**src/rtl/inst_fetch_unit_if.sv**
```systemverilog
// rtl/inst_fetch_unit_if.sv - instruction memory, IF/ID and redirect signals of the fetch unit
// master: the fetch unit; slave: memory, decode and redirect sources seen together.
interface inst_fetch_unit_if #(
  parameter int PCL = 32
) ();
  logic [PCL-1:0] imem_addr;
  logic [31:0]    imem_data;
  logic           if_valid;
  logic [31:0]    if_inst;
  logic [PCL-1:0] if_pc4;
  logic           id_ready;
  logic           redirect_valid;
  logic [PCL-1:0] redirect_pc;

  modport master (
    output imem_addr,
    input  imem_data,
    output if_valid,
    output if_inst,
    output if_pc4,
    input  id_ready,
    input  redirect_valid,
    input  redirect_pc
  );

  modport slave (
    input  imem_addr,
    output imem_data,
    input  if_valid,
    input  if_inst,
    input  if_pc4,
    output id_ready,
    output redirect_valid,
    output redirect_pc
  );
endinterface

```
**src/rtl/inst_fetch_unit.sv**
```systemverilog
// rtl/inst_fetch_unit.sv - PC owner and prefetch queue feeding decode
// Optional FETCH_ALIGN_CHECK_EN: force redirect targets to word alignment and pulse misalign_err.
module inst_fetch_unit #(
  parameter int             PCL      = 32,
  parameter logic [PCL-1:0] RESET_PC = '0,
  parameter logic [31:0]    NOP_INST = 32'h0000_0000,
  parameter int             DEPTH    = 2
) (
  input  logic              clk,
  input  logic              rst_n,
  inst_fetch_unit_if.master bus,
`ifdef FETCH_ALIGN_CHECK_EN
  output logic              misalign_err,
`endif
  output logic [15:0]       fetch_count
);

  localparam int PW = (DEPTH > 2) ? 2 : 1;
  localparam int CW = PW + 1;

  logic [31:0]    inst_q [DEPTH];
  logic [PCL-1:0] pc4_q  [DEPTH];

  logic [PCL-1:0] pc_q, pc_d;
  logic [PW-1:0]  wr_ptr_q, wr_ptr_d;
  logic [PW-1:0]  rd_ptr_q, rd_ptr_d;
  logic [CW-1:0]  count_q, count_d;
  logic [15:0]    fcnt_q, fcnt_d;
  logic [PCL-1:0] pc_plus4;
  logic [PCL-1:0] redirect_tgt;
  logic           head_valid;
  logic           deq;
  logic           push;

  assign head_valid = (count_q != '0);
  assign pc_plus4   = pc_q + PCL'(4);

`ifdef FETCH_ALIGN_CHECK_EN
  logic misalign_q;

  assign redirect_tgt = {bus.redirect_pc[PCL-1:2], 2'b00};
  assign misalign_err = misalign_q;

  always_ff @(posedge clk or negedge rst_n) begin
    if (!rst_n) begin
      misalign_q <= 1'b0;
    end else begin
      misalign_q <= bus.redirect_valid && (bus.redirect_pc[1:0] != 2'b00);
    end
  end
`else
  assign redirect_tgt = bus.redirect_pc;
`endif

  always_comb begin
    deq      = head_valid && bus.id_ready;
    push     = !bus.redirect_valid && ((count_q < CW'(DEPTH)) || deq);
    pc_d     = pc_q;
    wr_ptr_d = wr_ptr_q;
    rd_ptr_d = rd_ptr_q;
    count_d  = count_q;
    fcnt_d   = fcnt_q;
    if (bus.redirect_valid) begin
      // A handshake this cycle is consumed by decode, but the queue is flushed anyway.
      pc_d     = redirect_tgt;
      wr_ptr_d = '0;
      rd_ptr_d = '0;
      count_d  = '0;
    end else begin
      if (push) begin
        pc_d     = pc_plus4;
        wr_ptr_d = wr_ptr_q + PW'(1);
        fcnt_d   = fcnt_q + 16'd1;
      end
      if (deq) begin
        rd_ptr_d = rd_ptr_q + PW'(1);
      end
      count_d = count_q + CW'(push) - CW'(deq);
    end
  end

  always_ff @(posedge clk or negedge rst_n) begin
    if (!rst_n) begin
      pc_q     <= RESET_PC;
      wr_ptr_q <= '0;
      rd_ptr_q <= '0;
      count_q  <= '0;
      fcnt_q   <= '0;
    end else begin
      pc_q     <= pc_d;
      wr_ptr_q <= wr_ptr_d;
      rd_ptr_q <= rd_ptr_d;
      count_q  <= count_d;
      fcnt_q   <= fcnt_d;
    end
  end

  // Entry storage needs no reset: count_q gates every read of it.
  always_ff @(posedge clk) begin
    if (push) begin
      inst_q[wr_ptr_q] <= bus.imem_data;
      pc4_q[wr_ptr_q]  <= pc_plus4;
    end
  end

  assign bus.imem_addr = pc_q;
  assign bus.if_valid  = head_valid;
  assign bus.if_inst   = head_valid ? inst_q[rd_ptr_q] : NOP_INST;
  assign bus.if_pc4    = head_valid ? pc4_q[rd_ptr_q] : '0;
  assign fetch_count   = fcnt_q;

endmodule
```
**src/flat_wrapper.sv**
```systemverilog
// flat-port wrapper written by rule: the top's interface ports become plain ports
module inst_fetch_unit_flat 
#(
  parameter int             PCL      = 32,
  parameter logic [PCL-1:0] RESET_PC = '0,
  parameter logic [31:0]    NOP_INST = 32'h0000_0000,
  parameter int             DEPTH    = 2
)
  (clk, rst_n, fetch_count, bus_imem_addr, bus_imem_data, bus_if_valid, bus_if_inst, bus_if_pc4, bus_id_ready, bus_redirect_valid, bus_redirect_pc);
  inst_fetch_unit_if #(.PCL(PCL)) bus_i ();
  input  logic clk;
  input  logic rst_n;
  output logic [15:0] fetch_count;
  output wire logic [$bits(bus_i.imem_addr)-1:0] bus_imem_addr;
  input wire logic [$bits(bus_i.imem_data)-1:0] bus_imem_data;
  output wire logic [$bits(bus_i.if_valid)-1:0] bus_if_valid;
  output wire logic [$bits(bus_i.if_inst)-1:0] bus_if_inst;
  output wire logic [$bits(bus_i.if_pc4)-1:0] bus_if_pc4;
  input wire logic [$bits(bus_i.id_ready)-1:0] bus_id_ready;
  input wire logic [$bits(bus_i.redirect_valid)-1:0] bus_redirect_valid;
  input wire logic [$bits(bus_i.redirect_pc)-1:0] bus_redirect_pc;
  assign bus_imem_addr = bus_i.imem_addr;
  assign bus_i.imem_data = bus_imem_data;
  assign bus_if_valid = bus_i.if_valid;
  assign bus_if_inst = bus_i.if_inst;
  assign bus_if_pc4 = bus_i.if_pc4;
  assign bus_i.id_ready = bus_id_ready;
  assign bus_i.redirect_valid = bus_redirect_valid;
  assign bus_i.redirect_pc = bus_redirect_pc;
  inst_fetch_unit #(.PCL(PCL), .RESET_PC(RESET_PC), .NOP_INST(NOP_INST), .DEPTH(DEPTH)) u_core (.clk(clk), .rst_n(rst_n), .bus(bus_i), .fetch_count(fetch_count));
endmodule
```
**config.mk**
```make
export PLATFORM = sky130hd
export DESIGN_NAME = inst_fetch_unit_flat
export DESIGN_NICKNAME = d
export VERILOG_FILES = /design/src/rtl/inst_fetch_unit_if.sv /design/src/rtl/inst_fetch_unit.sv /design/src/flat_wrapper.sv
export SDC_FILE = /design/constraint.sdc
export NUM_CORES = 1
export LEC_CHECK = 0
export CAP_MARGIN = 15
export CORE_ASPECT_RATIO = 2
export CORE_MARGIN = 5
export CORE_UTILIZATION = 50
export DETAILED_ROUTE_END_ITERATION = 12
export PLACE_DENSITY = 0.79
export SKIP_LAST_GASP = 1
export SYNTH_ARGS = -nofsm -noshare
export SYNTH_HDL_FRONTEND = slang
export SYNTH_SLANG_ARGS = --single-unit
```
**constraint.sdc**
```tcl
create_clock -name clk -period 7.28 [get_ports clk]
set_input_delay 1.456 -clock clk [delete_from_list [all_inputs] [get_ports clk]]
set_output_delay 1.456 -clock clk [all_outputs]
set_load 0.005 [all_outputs]
```
==> Word-level counts from Yosys, hierarchy flattened <==
Memory sizes are Yosys's and may differ from the RTL's.
Cells that the tools add are included.
{ "totals": {"register_bits": 52, "mem_bits_rw": 128, "n_memories": 2, "output_inout_bits": 113} }
{ "memory_table": {"columns": ["memory", "depth", "word_bits", "read_ports", "rd_ports_with_merged_regs", "wr", "line", "rtl"], "rows": [
  ["u_core.inst_q", 2, 32, 1, 0, 1, "inst_fetch_unit.sv:21", "logic [31:0] inst_q [DEPTH];"],
  ["u_core.pc4_q", 2, 32, 1, 0, 1, "inst_fetch_unit.sv:22", "logic [PCL-1:0] pc4_q [DEPTH];"]
]} }
{ "op_classes": {"magnitude_cmp": 1, "addsub": 6, "bitwise_logic": 1, "n_mux": 11, "n_reduce_logical": 8} }
{ "op_table": {"columns": ["operator", "count"], "rows": [
  ["32-bit 2-to-1 mux", 4],
  ["32-bit by 3-bit adder with 32-bit output, second input constant", 1],
  ["16-bit by 1-bit adder with 16-bit output, second input constant", 1],
  ["1-bit 2-to-1 mux", 6],
  ["2-bit nonzero test", 3],
  ["1-bit adder, second input constant", 2],
  ["2-bit by 1-bit adder with 2-bit output", 1],
  ["1-bit logical AND", 2],
  ["2-bit less-than comparator, second input constant", 1],
  ["2-bit 2-to-1 mux", 1],
  ["2-bit AND reduction", 1],
  ["2-bit by 1-bit subtractor with 2-bit output", 1],
  ["1-bit zero test", 1],
  ["1-bit logical OR", 1],
  ["1-bit inverter", 1]
]} }

==> Logic depth before layout (Yosys ltp) <==
{ "depth": {"ltp_word": 7, "ltp_mapped": 8} }

==> Least setup slack after synthesis <==
OpenSTA, ideal clock, no wires.
{ "synth_path": {"kind": "in2reg", "startpoint": "input port bus_redirect_valid", "endpoint": "memory u_core.inst_q[0][0], enable pin", "required_ns": 6.715, "n_path_buf": 3, "setup_time_ns": 0.565, "cell_stages": 4, "t_arrival_ns": 6.462, "setup_slack_ns": 0.253, "cell_sequence": "clkbuf_1 -> clkbuf_1 -> buf_1 -> nor3_1"} }
{ "synth_between": {"elab_chain_cells": 4} }
{ "synth_rtl": {"columns": ["item", "line", "rtl"], "rows": [
  ["from (decl)", "flat_wrapper.sv:20", "input wire logic [$bits(bus_i.redirect_valid)-1:0] bus_redirect_valid;"],
  ["1-bit zero test", "inst_fetch_unit.sv:57", "push = !bus.redirect_valid && ((count_q < CW'(DEPTH)) || deq);"],
  ["1-bit logical AND", "inst_fetch_unit.sv:57", null],
  ["1-bit 2-to-1 mux", "inst_fetch_unit.sv:100", "if (push) begin"],
  ["1-bit 2-to-1 mux (not written as such)", "inst_fetch_unit.sv:101", "inst_q[wr_ptr_q] <= bus.imem_data;"],
  ["to (decl)", "inst_fetch_unit.sv:21", null]
]} }
Every way passes these cells.

==> Worst setup path after layout <==
{ "layout_path": {"startpoint": "register u_core.rd_ptr_q", "endpoint": "output port bus_if_pc4[30]"} }
{ "layout_between": {"elab_chain_cells": 2} }
{ "layout_rtl": {"columns": ["item", "line", "rtl"], "rows": [
  ["from (decl)", "inst_fetch_unit.sv:26", "logic [PW-1:0] rd_ptr_q, rd_ptr_d;"],
  ["from (signal assigned)", "inst_fetch_unit.sv:92", "rd_ptr_q <= rd_ptr_d;"],
  ["memory 2 x 32 bit", null, null],
  ["32-bit 2-to-1 mux", "inst_fetch_unit.sv:109", "assign bus.if_pc4 = head_valid ? pc4_q[rd_ptr_q] : '0;"],
  ["to (decl)", "flat_wrapper.sv:18", "output wire logic [$bits(bus_i.if_pc4)-1:0] bus_if_pc4;"]
]} }
Every way passes these cells.

==> metrics <==
dpl cell area 0.00997 sq mm; first-pass GRT wire length between 20000 and 30000 microns; Root Driver clkbuf_16; GRT overflow 0; clock network power share between 20 and 30%; WL met2 ~10000 microns; Clock Tree Buf Depth 2; FILL cells approximately 1200; routability cong. ~0.85; chip height 189 microns; Reg clk slew, reported paths roughly 0.06 ns; count of final max-slew check failures 0; routed len/inst about 19 microns; Flop pwr share a little over two fifths; Die Area 0.0189 sq mm; drt pass-1 iters 4; DP HPWL about 13000 microns; FF-to-FF path depth 4; Netlist Area Pre-Place between 0.008 and 0.009 sq mm; RSZ-0062 raised after global routing no; DRC 0; layout cells sized above 1 between 6 and 7%; Worst Clk Skew ~0.0098 ns; Crit. Startpoint u_core.rd_ptr_q$_DFFE_PN0P_; Final WS setup approximately 3.3 ns; CP Class register to output port; total of warnings raised by yosys 0; drt via density about 5.5; Distinct cells, synth 43; Setup WS pre-CTS 3.01 ns; largest area contributor in the netlist edfxtp_1; number of flops mapped to enable cells by yosys between 100 and 150; Syn Area/Cell ~13 sq um; fin util between 60% and 70%; Core Rows 65; worst path required time between 5 and 6 ns; Initial Util 51.0%; post-cts sizing count 0; CP max FO 65; Max-Cap Viols 0; Worst setup SP type register; CP Capture Type output port; Main synth FF type edfxtp_1; Sequential Area just over 0.005 sq mm; TNS Setup 0 ns; Sink Count 180; FF-to-FF setup slack 4.73 ns; CP arrival between 2 and 3 ns; Logic pwr share between 20% and 30%; Hold Fails Final Rpt 0; largest net degree at the start of global routing 66; met3 routed WL just over 900 microns; Async SR Flop Fraction between 20% and 30%; clock latency on the worst-skew pair 0.42 ns; worst setup path end bus_if_pc4[30]; top cells by area, synth edfxtp_1, dfrtp_1, mux2i_1, nor2_1, xnor2_1; post-route minimum period about 4.0 ns; Worst VDD drop around 0.00022 V; Least-Margin Pin Slew around 1.1 ns; outcome finished clean; port buffer count 180; DRT iter0 DRCs 286; P_leak ~3.7 nW; area added between synthesis and finish 31.4%; die width around 100 microns; Seq/Total Area, Yosys a little under two thirds; TritonCTS buffer count 17; vias in the first global route about 6000; Core ar. about 0.016 sq mm; R2R Path Start u_core.bus.imem_addr[5]$_DFFE_PN0P_; Post-CTS Setup Bufs 0; DR top layer met4; Synth Register Bits 180; Mapped Cells roughly 640; Final Cell Area between 0.01 and 0.015 sq mm; share of the synthesized area in the top cell type 47.7%; Int Power 2.37 mW; Setup Viol. Count Final 0; final hold slack 0.486 ns; ant diodes 0; CTS H-Tree Depth 4; Net Sw Frac approximately 29%; DRT antenna net count 0; DRT Wirelength roughly 19000 microns; Power Density 315 mW/mm^2; Tcrit/Tclk final 55.2%; CTS tree yes; relative slew slack around a quarter; GRT Resource Usage Total between 20% and 30%; Multi-input gate area around 0.0027 sq mm; net switching power 0.956 mW; initial antenna violation count 0; Mapped Nets roughly 710; Post-CTS Hold Buffers 0; fmax 249 MHz; # IOs approximately 180; reg2reg end u_core.bus.imem_addr[24]$_DFFE_PN0P_; fin nets just under 900; vias approximately 5600; Min-Delay Path Class register to register; metal1 wirelength approximately 7000 microns
how the worst min path moves through the flow:
stage	end	from	depth (start not counted)
floorplan	u_core.pc4_q[0][0]$_DFFE_PP_	u_core.bus.imem_addr[0]$_DFFE_PN0P_	0
global route	u_core.fetch_count[13]$_DFFE_PN0P_	u_core.fetch_count[13]$_DFFE_PN0P_	1
CTS	u_core.fetch_count[15]$_DFFE_PN0P_	u_core.fetch_count[15]$_DFFE_PN0P_	1
global placement	u_core.fetch_count[15]$_DFFE_PN0P_	u_core.fetch_count[15]$_DFFE_PN0P_	1
detailed placement	u_core.fetch_count[13]$_DFFE_PN0P_	u_core.fetch_count[13]$_DFFE_PN0P_	1
finish	u_core.fetch_count[15]$_DFFE_PN0P_	u_core.fetch_count[15]$_DFFE_PN0P_	1
power by group through the flow:
stage                     Combinational (mW)  Clock (mW)  Sequential, mW
after global placement                 0.980           0            1.43
final                                  0.981       0.929            1.42
after global routing                    1.07       0.994            1.44
after floorplan                        0.499           0            1.35
after detailed placement               0.997           0            1.44
after CTS                               1.00       0.946            1.42
registers in the layout, indices dropped and copies added, names as in the netlist:
signal                count
u_core.fetch_count       16
u_core.pc4_q             64
u_core.bus.imem_addr     32
u_core.rd_ptr_q           1
u_core.inst_q            64
u_core.wr_ptr_q           1
u_core.count_q            2
through the flow:
step / power (mW) / std cells
final: 3.33 / 1016
after global routing: 3.50 / 1016
after floorplan: 1.85 / 641
after global placement: 2.41 / 984
after detailed placement: 2.44 / 984
after CTS: 3.37 / 1016
Yosys cell counts (5+ instances only):
cell,number
edfxtp_1,128
nor2_1,99
mux2i_1,65
dfrtp_1,52
xnor2_1,37
nand2_1,33
clkbuf_1,27
nand3_1,22
xor2_1,20
nand4_1,16
o21ai_0,16
a31oi_1,14
nor3_1,12
or4_1,11
buf_1,9
o31ai_1,9
and4_1,7
inv_1,7
and3_1,6
buf_2,5
nor4_1,5
or3_1,5
logic make-up (layout without fill, tap and decap cells):
family / after synthesis / count (layout) / share of synthesized area, %
AOI/OAI and AO/OA: 48 / 48 / 3.81
xor gates and xnor gates: 57 / 57 / 6.20
adders and majority gates: 4 / 4 / 0.622
buffers and inverters: 51 / 225 / 2.64
DFF: 180 / 180 / 63.9
muxes: 68 / 68 / 8.50
and+or+nand+nor: 233 / 233 / 14.3
area by class of cell:
| class | count | share of cell area, % |
|---|---|---|
| clock buffer | 18 | 4.06 |
| clock inverter | 14 | 1.66 |
| inverter | 7 | 0.248 |
| multi-input combinational | 410 | 25.6 |
| sequential | 180 | 48.7 |
| tap | 201 | 2.38 |
| timing repair buffer | 186 | 17.4 |
layer usage:
layer | vias to the layer above | track usage (%)
li1 | 2649 | -
met1 | 2704 | 21.9
met2 | 195 | 36.5
met3 | 50 | 4.68
met4 | 0 | 10.3
met5 | - | 0
critical path, cell delays in order (launching register included):
cell and delay, ns:
dfrtp_4 1.17, mux2i_1 0.25, nor2_1 0.16, clkdlybuf4s50_1 0.52
placed cells by master (no fill, tap or decap), types with 6 or more instances in the layout:
cell type	n
nand3_1	22
mux2i_1	65
nand4_1	16
xor2_1	20
nand2_1	33
buf_4	6
edfxtp_1	128
o31ai_1	9
o21ai_0	16
inv_1	7
nor3_1	11
clkdlybuf4s50_1	179
dfrtp_1	51
clkbuf_16	17
nor2_1	98
or4_1	11
xnor2_1	37
a31oi_1	14
and4_1	7
(Power assumes the default switching activity.)
